$ cat src/rtl/alu_pkg.sv
// Shared types for the ALU issue block: opcode encoding, command record,
// output-register states and the default command FIFO depth.
package alu_pkg;

  localparam int DEPTH_DEF = 4;

  typedef enum logic [2:0] {
    ADD  = 3'd0,
    SUB  = 3'd1,
    SLL2 = 3'd2,
    SRL2 = 3'd3,
    AND  = 3'd4,
    OR   = 3'd5,
    XOR  = 3'd6,
    EQ   = 3'd7
  } opcode_e;

  typedef struct packed {
    logic [7:0] a;
    logic [7:0] b;
    opcode_e    op;
    logic       acc;
  } cmd_t;

  typedef enum logic {
    ST_EMPTY = 1'b0,
    ST_HOLD  = 1'b1
  } out_st_e;

endpackage

$ cat src/rtl/alu_issue_if.sv
// Command / ALU / result signal bundle for alu_issue.
// slave = the issue block, master = whoever feeds commands, hosts the ALU
// and consumes results.
interface alu_issue_if
  import alu_pkg::*;
#(
  parameter int DEPTH = DEPTH_DEF
);
  localparam int CW = $clog2(DEPTH) + 1;

  logic          cmd_valid_i;
  logic          cmd_ready_o;
  logic [7:0]    cmd_a_i;
  logic [7:0]    cmd_b_i;
  logic [2:0]    cmd_op_i;
  logic          cmd_acc_i;
  logic [7:0]    alu_a_o;
  logic [7:0]    alu_b_o;
  logic [2:0]    alu_op_o;
  logic [7:0]    alu_res_i;
  logic          res_valid_o;
  logic          res_ready_i;
  logic [7:0]    res_data_o;
  logic          res_zero_o;
  logic [CW-1:0] count_o;

  modport slave (
    input  cmd_valid_i, cmd_a_i, cmd_b_i, cmd_op_i, cmd_acc_i, alu_res_i, res_ready_i,
    output cmd_ready_o, alu_a_o, alu_b_o, alu_op_o, res_valid_o, res_data_o, res_zero_o, count_o
  );

  modport master (
    output cmd_valid_i, cmd_a_i, cmd_b_i, cmd_op_i, cmd_acc_i, alu_res_i, res_ready_i,
    input  cmd_ready_o, alu_a_o, alu_b_o, alu_op_o, res_valid_o, res_data_o, res_zero_o, count_o
  );

endinterface

$ cat src/rtl/alu_cmd_fifo.sv
// Command FIFO: DEPTH entries (power of two), wrapping pointers, occupancy
// counter. No bypass: ready depends on occupancy only, never on pop.
// Head reads as all-zero when empty.
module alu_cmd_fifo
  import alu_pkg::*;
#(
  parameter int DEPTH = DEPTH_DEF
) (
  input  logic                     clk,
  input  logic                     reset_n,
  input  logic                     push,
  input  logic                     pop,
  input  cmd_t                     wdata,
  output cmd_t                     head,
  output logic                     empty,
  output logic                     ready,
  output logic [$clog2(DEPTH):0]   count
);
  localparam int AW = $clog2(DEPTH);
  localparam int CW = AW + 1;

  cmd_t          mem [DEPTH];
  logic [AW-1:0] wptr, rptr;

  // storage write; entries need no reset because the head is masked when empty
  always_ff @(posedge clk) begin
    if (push) mem[wptr] <= wdata;
  end

  // pointers wrap naturally at DEPTH; occupancy holds on simultaneous push+pop
  always_ff @(posedge clk or negedge reset_n) begin
    if (!reset_n) begin
      wptr  <= '0;
      rptr  <= '0;
      count <= '0;
    end else begin
      if (push) wptr <= wptr + 1'b1;
      if (pop)  rptr <= rptr + 1'b1;
      case ({push, pop})
        2'b10:   count <= count + 1'b1;
        2'b01:   count <= count - 1'b1;
        default: ;
      endcase
    end
  end

  assign empty = (count == '0);
  assign ready = reset_n && (count < CW'(DEPTH));
  assign head  = empty ? '0 : mem[rptr];

endmodule

$ cat src/rtl/alu_issue.sv
// ALU issue block: queues commands, presents the FIFO head to an external
// combinational ALU and captures its result into a two-state output register.
// Optional feature macro: ALU_ISSUE_ACC_CHAIN_EN -- adds an accumulator that
// loads every issued result and can replace operand A (per-command acc bit).
module alu_issue
  import alu_pkg::*;
#(
  parameter int DEPTH = DEPTH_DEF
) (
  input  logic       clk,
  input  logic       reset_n,
  alu_issue_if.slave bus
);
  localparam int CW = $clog2(DEPTH) + 1;

  cmd_t          wcmd, head;
  logic          push, issue, fifo_empty, fifo_ready;
  logic [CW-1:0] count;
  out_st_e       st;
  logic [7:0]    res_q;
  logic          zero_q;

  assign wcmd.a  = bus.cmd_a_i;
  assign wcmd.b  = bus.cmd_b_i;
  assign wcmd.op = opcode_e'(bus.cmd_op_i);
`ifdef ALU_ISSUE_ACC_CHAIN_EN
  assign wcmd.acc = bus.cmd_acc_i;
`else
  assign wcmd.acc = 1'b0;
`endif

  assign push  = bus.cmd_valid_i && fifo_ready;
  // a held result may be replaced in the same cycle it is consumed
  assign issue = !fifo_empty && ((st == ST_EMPTY) || bus.res_ready_i);

  alu_cmd_fifo #(.DEPTH(DEPTH)) u_fifo (
    .clk     (clk),
    .reset_n (reset_n),
    .push    (push),
    .pop     (issue),
    .wdata   (wcmd),
    .head    (head),
    .empty   (fifo_empty),
    .ready   (fifo_ready),
    .count   (count)
  );

`ifdef ALU_ISSUE_ACC_CHAIN_EN
  logic [7:0] acc_q;

  // accumulator follows every issued result
  always_ff @(posedge clk or negedge reset_n) begin
    if (!reset_n)   acc_q <= '0;
    else if (issue) acc_q <= bus.alu_res_i;
  end

  assign bus.alu_a_o = head.acc ? acc_q : head.a;
`else
  logic unused_acc;
  assign unused_acc  = head.acc ^ bus.cmd_acc_i;
  assign bus.alu_a_o = head.a;
`endif

  assign bus.alu_b_o  = head.b;
  assign bus.alu_op_o = head.op;

  // output register: capture on issue, return to EMPTY when consumed with nothing behind it
  always_ff @(posedge clk or negedge reset_n) begin
    if (!reset_n) begin
      st     <= ST_EMPTY;
      res_q  <= '0;
      zero_q <= 1'b0;
    end else if (issue) begin
      st     <= ST_HOLD;
      res_q  <= bus.alu_res_i;
      zero_q <= (bus.alu_res_i == 8'd0);
    end else if ((st == ST_HOLD) && bus.res_ready_i) begin
      st <= ST_EMPTY;
    end
  end

  assign bus.res_valid_o = (st == ST_HOLD);
  assign bus.res_data_o  = res_q;
  assign bus.res_zero_o  = zero_q;
  assign bus.cmd_ready_o = fifo_ready;
  assign bus.count_o     = count;

endmodule

$ cat src/flat_wrapper.sv
// flat-port wrapper written by rule: the top's interface ports become plain ports
module alu_issue_flat import alu_pkg::*;
#(
  parameter int DEPTH = DEPTH_DEF
)
  (clk, reset_n, bus_cmd_valid_i, bus_cmd_a_i, bus_cmd_b_i, bus_cmd_op_i, bus_cmd_acc_i, bus_alu_res_i, bus_res_ready_i, bus_cmd_ready_o, bus_alu_a_o, bus_alu_b_o, bus_alu_op_o, bus_res_valid_o, bus_res_data_o, bus_res_zero_o, bus_count_o);
  alu_issue_if #(.DEPTH(DEPTH)) bus_i ();
  input  logic clk;
  input  logic reset_n;
  input wire logic [$bits(bus_i.cmd_valid_i)-1:0] bus_cmd_valid_i;
  input wire logic [$bits(bus_i.cmd_a_i)-1:0] bus_cmd_a_i;
  input wire logic [$bits(bus_i.cmd_b_i)-1:0] bus_cmd_b_i;
  input wire logic [$bits(bus_i.cmd_op_i)-1:0] bus_cmd_op_i;
  input wire logic [$bits(bus_i.cmd_acc_i)-1:0] bus_cmd_acc_i;
  input wire logic [$bits(bus_i.alu_res_i)-1:0] bus_alu_res_i;
  input wire logic [$bits(bus_i.res_ready_i)-1:0] bus_res_ready_i;
  output wire logic [$bits(bus_i.cmd_ready_o)-1:0] bus_cmd_ready_o;
  output wire logic [$bits(bus_i.alu_a_o)-1:0] bus_alu_a_o;
  output wire logic [$bits(bus_i.alu_b_o)-1:0] bus_alu_b_o;
  output wire logic [$bits(bus_i.alu_op_o)-1:0] bus_alu_op_o;
  output wire logic [$bits(bus_i.res_valid_o)-1:0] bus_res_valid_o;
  output wire logic [$bits(bus_i.res_data_o)-1:0] bus_res_data_o;
  output wire logic [$bits(bus_i.res_zero_o)-1:0] bus_res_zero_o;
  output wire logic [$bits(bus_i.count_o)-1:0] bus_count_o;
  assign bus_i.cmd_valid_i = bus_cmd_valid_i;
  assign bus_i.cmd_a_i = bus_cmd_a_i;
  assign bus_i.cmd_b_i = bus_cmd_b_i;
  assign bus_i.cmd_op_i = bus_cmd_op_i;
  assign bus_i.cmd_acc_i = bus_cmd_acc_i;
  assign bus_i.alu_res_i = bus_alu_res_i;
  assign bus_i.res_ready_i = bus_res_ready_i;
  assign bus_cmd_ready_o = bus_i.cmd_ready_o;
  assign bus_alu_a_o = bus_i.alu_a_o;
  assign bus_alu_b_o = bus_i.alu_b_o;
  assign bus_alu_op_o = bus_i.alu_op_o;
  assign bus_res_valid_o = bus_i.res_valid_o;
  assign bus_res_data_o = bus_i.res_data_o;
  assign bus_res_zero_o = bus_i.res_zero_o;
  assign bus_count_o = bus_i.count_o;
  alu_issue #(.DEPTH(DEPTH)) u_core (.clk(clk), .reset_n(reset_n), .bus(bus_i));
endmodule
$ cat config.mk
export PLATFORM = sky130hd
export DESIGN_NAME = alu_issue_flat
export DESIGN_NICKNAME = d
export VERILOG_FILES = /design/src/rtl/alu_pkg.sv /design/src/rtl/alu_issue_if.sv /design/src/rtl/alu_cmd_fifo.sv /design/src/rtl/alu_issue.sv /design/src/flat_wrapper.sv
export SDC_FILE = /design/constraint.sdc
export NUM_CORES = 1
export LEC_CHECK = 0
export BUFFER_PORTS_ARGS = -buffer_cell sky130_fd_sc_hd__buf_2
export CAP_MARGIN = 20
export CORE_ASPECT_RATIO = 0.5
export CORE_UTILIZATION = 50
export CTS_BUF_LIST = sky130_fd_sc_hd__clkbuf_4 sky130_fd_sc_hd__clkbuf_8 sky130_fd_sc_hd__clkbuf_16
export DETAILED_ROUTE_END_ITERATION = 6
export PLACE_DENSITY = 0.82
export SLEW_MARGIN = 30
export SYNTH_ARGS = -nofsm -noshare
export SYNTH_HDL_FRONTEND = slang
export SYNTH_SLANG_ARGS = --single-unit
$ cat constraint.sdc
create_clock -name clk -period 1.85 [get_ports clk]
set_input_delay 0.0925 -clock clk [delete_from_list [all_inputs] [get_ports clk]]
set_output_delay 0.0925 -clock clk [all_outputs]
set_load 0.005 [all_outputs]
==> results of run 1 <==
[per-stage QoR]
| step | hold WS (ps) | setup WS, ps | power [W] | TNS, ps | utilization (%) |
|---|---|---|---|---|---|
| floorplan | -203 | 23.4 | 0.00418 | 0 | - |
| global placement | 91.0 | 113 | 0.00492 | 0 | 61.0 |
| detailed placement | 95.7 | 10.4 | 0.00502 | 0 | 61.0 |
| CTS | 5.88 | 4.67 | 0.00688 | 0 | 68.4 |
| global route | 5.03 | -56.1 | 0.00745 | -320 | 69.6 |
| finish | 12.5 | -9.68 | 0.00710 | -14.1 | 69.6 |
[cells by family after synthesis]
kind of cell,Yosys count
fa+ha+maj,6
xor+xnor,6
flops,93
mux,29
compound gates,1
simple gates,35
buf+inv,14
[placed cells by master, fill, tap and decap left out, types with 2 or more instances in the layout]
cell	n
xor2_1	4
mux4_2	19
buf_4	9
buf_6	2
buf_12	2
nor2b_1	13
and3_1	4
clkbuf_16	10
inv_1	7
nor4_1	2
nand2_1	3
edfxtp_1	76
dlygate4sd3_1	20
clkinv_2	2
ha_1	4
mux2_4	7
nor2b_4	7
buf_2	63
mux2_2	2
xnor2_1	2
dfrtp_1	16
[critical path, cell delays in order, from the launching register on]
cell	delay, ps
dfrtp_2	450
buf_12	170
mux4_2	500
nor2b_1	170
buf_2	150
[area by class of cell]
class,instances,area [µm²]
Clock inverter,6,62.6
Multi-Input combinational cell,77,991
Tap cell,92,115
Timing Repair Buffer,97,671
Sequential cell,93,2710
Fill cell,384,2100
Clock buffer,10,233
Inverter,7,26.3
[power breakdown]
part | internal, W | leakage [nW] | switching [W]
combinational | 0.00144 | 0.852 | 0.00109
sequential | 0.00258 | 0.884 | 0.000203
clock | 0.00106 | 0.145 | 0.000737
total | 0.00508 | 1.88 | 0.00203
[repair_timing]
action,in CTS,in global routing
gates resized for setup,1,15
setup endpoints to repair,1,20
hold buffers,20,0
buffers inserted,1,0
endpoints found under the hold margin,93,0
pin swaps,0,2
cloned,0,1
[layer usage]
metal / global-route usage [%] / up-vias / wire length (µm)
met5: 0 / - / 0
met3: 5.29 / 13 / 451
met4: 9.79 / 0 / 144
met1: 23.0 / 1033 / 2780
li1: - / 908 / -
met2: 37.4 / 87 / 4210
[worst max path at each step]
stage	from	to	depth (start not counted)	slack (ps)
after global routing	u_core.u_fifo.rptr[0]$_DFFE_PN0P_	bus_alu_a_o[0]	4	-60
after detailed placement	u_core.bus.res_valid_o$_DFFE_PN0P_	u_core.u_fifo.count[2]$_DFFE_PN0P_	8	10
final	u_core.u_fifo.rptr[0]$_DFFE_PN0P_	bus_alu_a_o[2]	4	-10
after floorplan	u_core.bus.res_valid_o$_DFFE_PN0P_	u_core.u_fifo.count[2]$_DFFE_PN0P_	9	20
after global placement	u_core.bus.res_valid_o$_DFFE_PN0P_	u_core.u_fifo.count[2]$_DFFE_PN0P_	8	110
after CTS	u_core.u_fifo.count[2]$_DFFE_PN0P_	u_core.u_fifo.count[2]$_DFFE_PN0P_	9	5
[registers in the layout, indices dropped and copies added, names as in the netlist]
signal                  cells
u_core.u_fifo.count         3
u_core.bus.res_zero_o       1
u_core.bus.res_data_o       8
u_core.u_fifo.wptr          2
u_core.bus.res_valid_o      1
u_core.u_fifo.rptr          2
u_core.u_fifo.mem          76
==> results.cfg, run 1 <==
[outcome]
status = complete, but fails checks
violations = negative setup slack

[worst_hold_path]
min_to = u_core.bus.res_data_o[1]$_DFFE_PN0P_
min_path_type = input port to flip-flop
holdPathStages = 2
holdCritStartpoint = bus_alu_res_i[1]

[drt]
first_pass_iters = 4
drcViolationCount = 0
via_per_inst = 5.34
ant_nets = 0
num_vias = 2041
wl_per_cell_um = 19.9
drt-total-wl_um = 7580
drtIter0Drc = 174

[clock_tree]
htree_num_levels = 3
clock_latency_ps = 330
clk_path_buf_depth = 2
tritoncts = yes
clk_pin_slew_ps = 60
cts_buffers = 9
cts_root_buffer = clkbuf_16
cts.sinks = 93

[placed_design]
port_buffers = 63
place.gp.congestion = 0.739
dpl.hpwl_um = 4180
place_area_um2 = 4220
dp_cells = 344

[critical_path]
crit_type = flip-flop to primary output
reg2reg_depth = 8
cp_data_arrival_time_ps = 1770
cp-start-kind = flip-flop
reg2reg_from = u_core.u_fifo.count[0]$_DFFE_PN0P_
reg2reg_to = u_core.u_fifo.count[2]$_DFFE_PN0P_
critPathRequiredTime_ps = 1760
regToRegSetupSlack_ps = 60
critPathMaxFanout = 8
end_kind = primary output

[yosys]
synthArstFlopShare_pct = 18.3
yosysSeqAreaShare_pct = 73.0
muxShareOfSynthArea_pct = 15.2
synth_top_area_share_pct = 61.5
ys.flop_type = edfxtp_1
synthAdderAreaFrac_pct = 2.23
synth.distinct_cells = 25
synth_edf_count = 76
synth_nets = 222
postSynthAreaPerCell_um2 = 20.2
yosysTopAreaCell = edfxtp_1
yosys_warnings = 0
synthXorXnorAreaFrac_pct = 1.42
synthTopCellsByCount = edfxtp_1, nor2b_1, mux4_2, dfrtp_1
ys_top_cells_by_area = edfxtp_1, mux4_2, dfrtp_1
ys_ff_latch = 93
synthSimpleGateAreaFrac_pct = 5.87
synth_top_family_by_area = multiplexers
synth.most_common_cell = edfxtp_1
syn-instance-count = 184
synth_compound_area_share_pct = 0.135
netlist_area_um2 = 3710

[timing]
slew_headroom_pct = 78.8
timing.final.hold_violations = 0
clock.fmax_mhz = 538
min_period_ps = 1860
period_share_pct = 101
fin_ws_ps = -9.68
tightest_slew_ps = 315
rsz0062_at_grt = true
fin_skew_ps = 5.22
drv_slew = 0
setup_viol = 3

[global_route]
grt_usage_pct = 20.8
grt.overflow.total = 0
grt_max_degree = 22
grt_pass1_vias = 2245
antenna_found_initial = 0
grt_pass1_wl_um = 11500

[finish]
design_area_um2 = 4810
final_layout_size_suffix_gt1_share_pct = 45.5
n_antenna_cell = 0
final_cells = 382
nets = 323
area_growth_pct = 29.6

[flow_run]
max-cap-violations = 0

[pwr]
leakage_nw = 1.88
peakVddDrop_mv = 0.849
p_per_area_nw_per_um2 = 1480

[die]
dieWidth_um = 124
die_h_um = 62.9
dieArea_um2 = 7790
num_rows = 21
io_pins = 65
start_util_pct = 53.7
core_area_um2 = 6910
Note: power is estimated with default switching activity, not from simulation.
==> run 2: changes to the inputs <==
ABC_AREA = 0   (was unset)
SKIP_LAST_GASP = 1   (was unset)
TNS_END_PERCENT = 50   (was unset)
==> results.cfg, run 2 (synthesis gave the netlist of run 1 again) <==
[outcome]
status = complete, no violations

[critical_path]
cp_cell_sequence = clkbuf_16, mux4_2, nor2b_1, buf_2
crit_type = flip-flop to primary output
cp_data_arrival_time_ps = 1750
reg2reg_to = u_core.u_fifo.count[2]$_DFFE_PN0P_
crit_path_max_incr_delay_ps = 490
critPathMaxFanout = 7
cp-start-kind = flip-flop
crit_slowest_cell = mux4_2
end_kind = primary output
reg2reg_depth = 8
reg2reg_from = u_core.bus.res_valid_o$_DFFE_PN0P_
critPathRequiredTime_ps = 1760
regToRegSetupSlack_ps = 60

[drt]
ant_nets = 0
drtIter0Drc = 179
first_pass_iters = 5
num_vias = 2058
drt-total-wl_um = 7810
wl_per_cell_um = 20.4
drcViolationCount = 0
via_per_inst = 5.39

[placed_design]
dpl.hpwl_um = 4180
port_buffers = 63
place_area_um2 = 4220
place_worst_setup_slack_ps = 10.4
place.gp.congestion = 0.739

[timing]
tightest_slew_ps = 374
fin_skew_ps = 8.03
setup_viol = 0
drv_slew = 0
fin_tns_setup_ps = 0
fin_ws_ps = 2.69
timing.final.hold_violations = 0
clock.fmax_mhz = 541
period_share_pct = 99.9
rsz0062_at_grt = true
slew_headroom_pct = 75.1
min_period_ps = 1850

[pwr]
peakVddDrop_mv = 0.853
p_per_area_nw_per_um2 = 1480
power_w = 0.00711
leakage_nw = 1.87

[clock_tree]
clk_pin_slew_ps = 60
cts_root_buffer = clkbuf_16
tritoncts = yes
cts_buffers = 9
htree_num_levels = 3
cts.sinks = 93
clk_path_buf_depth = 2
clock_latency_ps = 330

[finish]
utilization_pct = 69.4
nFillCells = 392
layout_common_cells = edfxtp_1, buf_2, dlygate4sd3_1
n_antenna_cell = 0
largest_reg_flops = 76
multi_input_area_um2 = 983
top_register = u_core.u_fifo.mem
area_growth_pct = 29.3
design_area_um2 = 4800
final_common_cell = edfxtp_1
final_layout_size_suffix_gt1_share_pct = 45.2
register_area_um2 = 2710
nets = 323

[global_route]
grt_max_degree = 22
grt_usage_pct = 20.8
grt_pass1_wl_um = 11500
grt_pass1_vias = 2245
grt.overflow.total = 0
antenna_found_initial = 0

[die]
core_area_um2 = 6910
start_util_pct = 53.7
num_rows = 21
io_pins = 65
dieArea_um2 = 7790
dieWidth_um = 124
die_h_um = 62.9

[worst_hold_path]
holdCritStartpoint = bus_alu_res_i[1]
min_to = u_core.bus.res_data_o[1]$_DFFE_PN0P_
holdPathStages = 2
min_path_type = input port to flip-flop

[flow_run]
max-cap-violations = 0
[run 2: cell counts in the layout (fill, tap and decap cells not counted)]
No cell type changed its count.
[run 2: per-layer routing]
| layer | part of all wire (%) | track usage (%) | vias to the layer above |
|---|---|---|---|
| li1 | - | - | 910 |
| met1 | 38 | 23.0 | 1066 |
| met2 | 54 | 37.4 | 65 |
| met3 | 5.1 | 5.29 | 17 |
| met4 | 2.2 | 9.79 | 0 |
| met5 | 0 | 0 | - |
[run 2: repair_timing]
action	in CTS	in global routing
cloned	0	1
pin swaps	0	1
resized for setup	1	12
endpoints found under the hold margin	93	0
hold buffers	20	0
setup endpoints to repair	1	20
setup buffers	1	0
[run 2: worst max path at each step]
stage | start | to | depth (start not counted)
after global routing | u_core.u_fifo.count[0]$_DFFE_PN0P_ | bus_alu_a_o[2] | 4
final | u_core.u_fifo.rptr[0]$_DFFE_PN0P_ | bus_alu_b_o[7] | 4
after detailed placement | u_core.bus.res_valid_o$_DFFE_PN0P_ | u_core.u_fifo.count[2]$_DFFE_PN0P_ | 8
after floorplan | u_core.bus.res_valid_o$_DFFE_PN0P_ | u_core.u_fifo.count[2]$_DFFE_PN0P_ | 9
after CTS | u_core.u_fifo.count[2]$_DFFE_PN0P_ | u_core.u_fifo.count[2]$_DFFE_PN0P_ | 9
after global placement | u_core.bus.res_valid_o$_DFFE_PN0P_ | u_core.u_fifo.count[2]$_DFFE_PN0P_ | 8
[run 2: through the flow]
step	std cells	hold slack, ps
after floorplan	184	-203
after global placement	344	91.0
after detailed placement	344	95.7
after CTS	381	5.88
after global routing	382	4.70
final	382	13.0
[run 2: critical path, delay by kind of cell (launching register included)]
kind	cells	cell delay, ps
mux	1	490
flops	1	450
buf+inv	2	340
simple gates	1	150
[run 2: cell type report]
cell class	count	area share, %
Timing Repair Buffer	97	13.9
Multi-Input combinational cell	77	20.5
Clock buffer	10	4.85
Tap cell	92	2.40
Inverter	7	0.548
Sequential cell	93	56.5
Clock inverter	6	1.30
[run 2: power by group]
group / switching [W] / internal, W
registers: 0.000214 / 0.00258
clock network: 0.000748 / 0.00106
logic: 0.00109 / 0.00141
total: 0.00205 / 0.00505
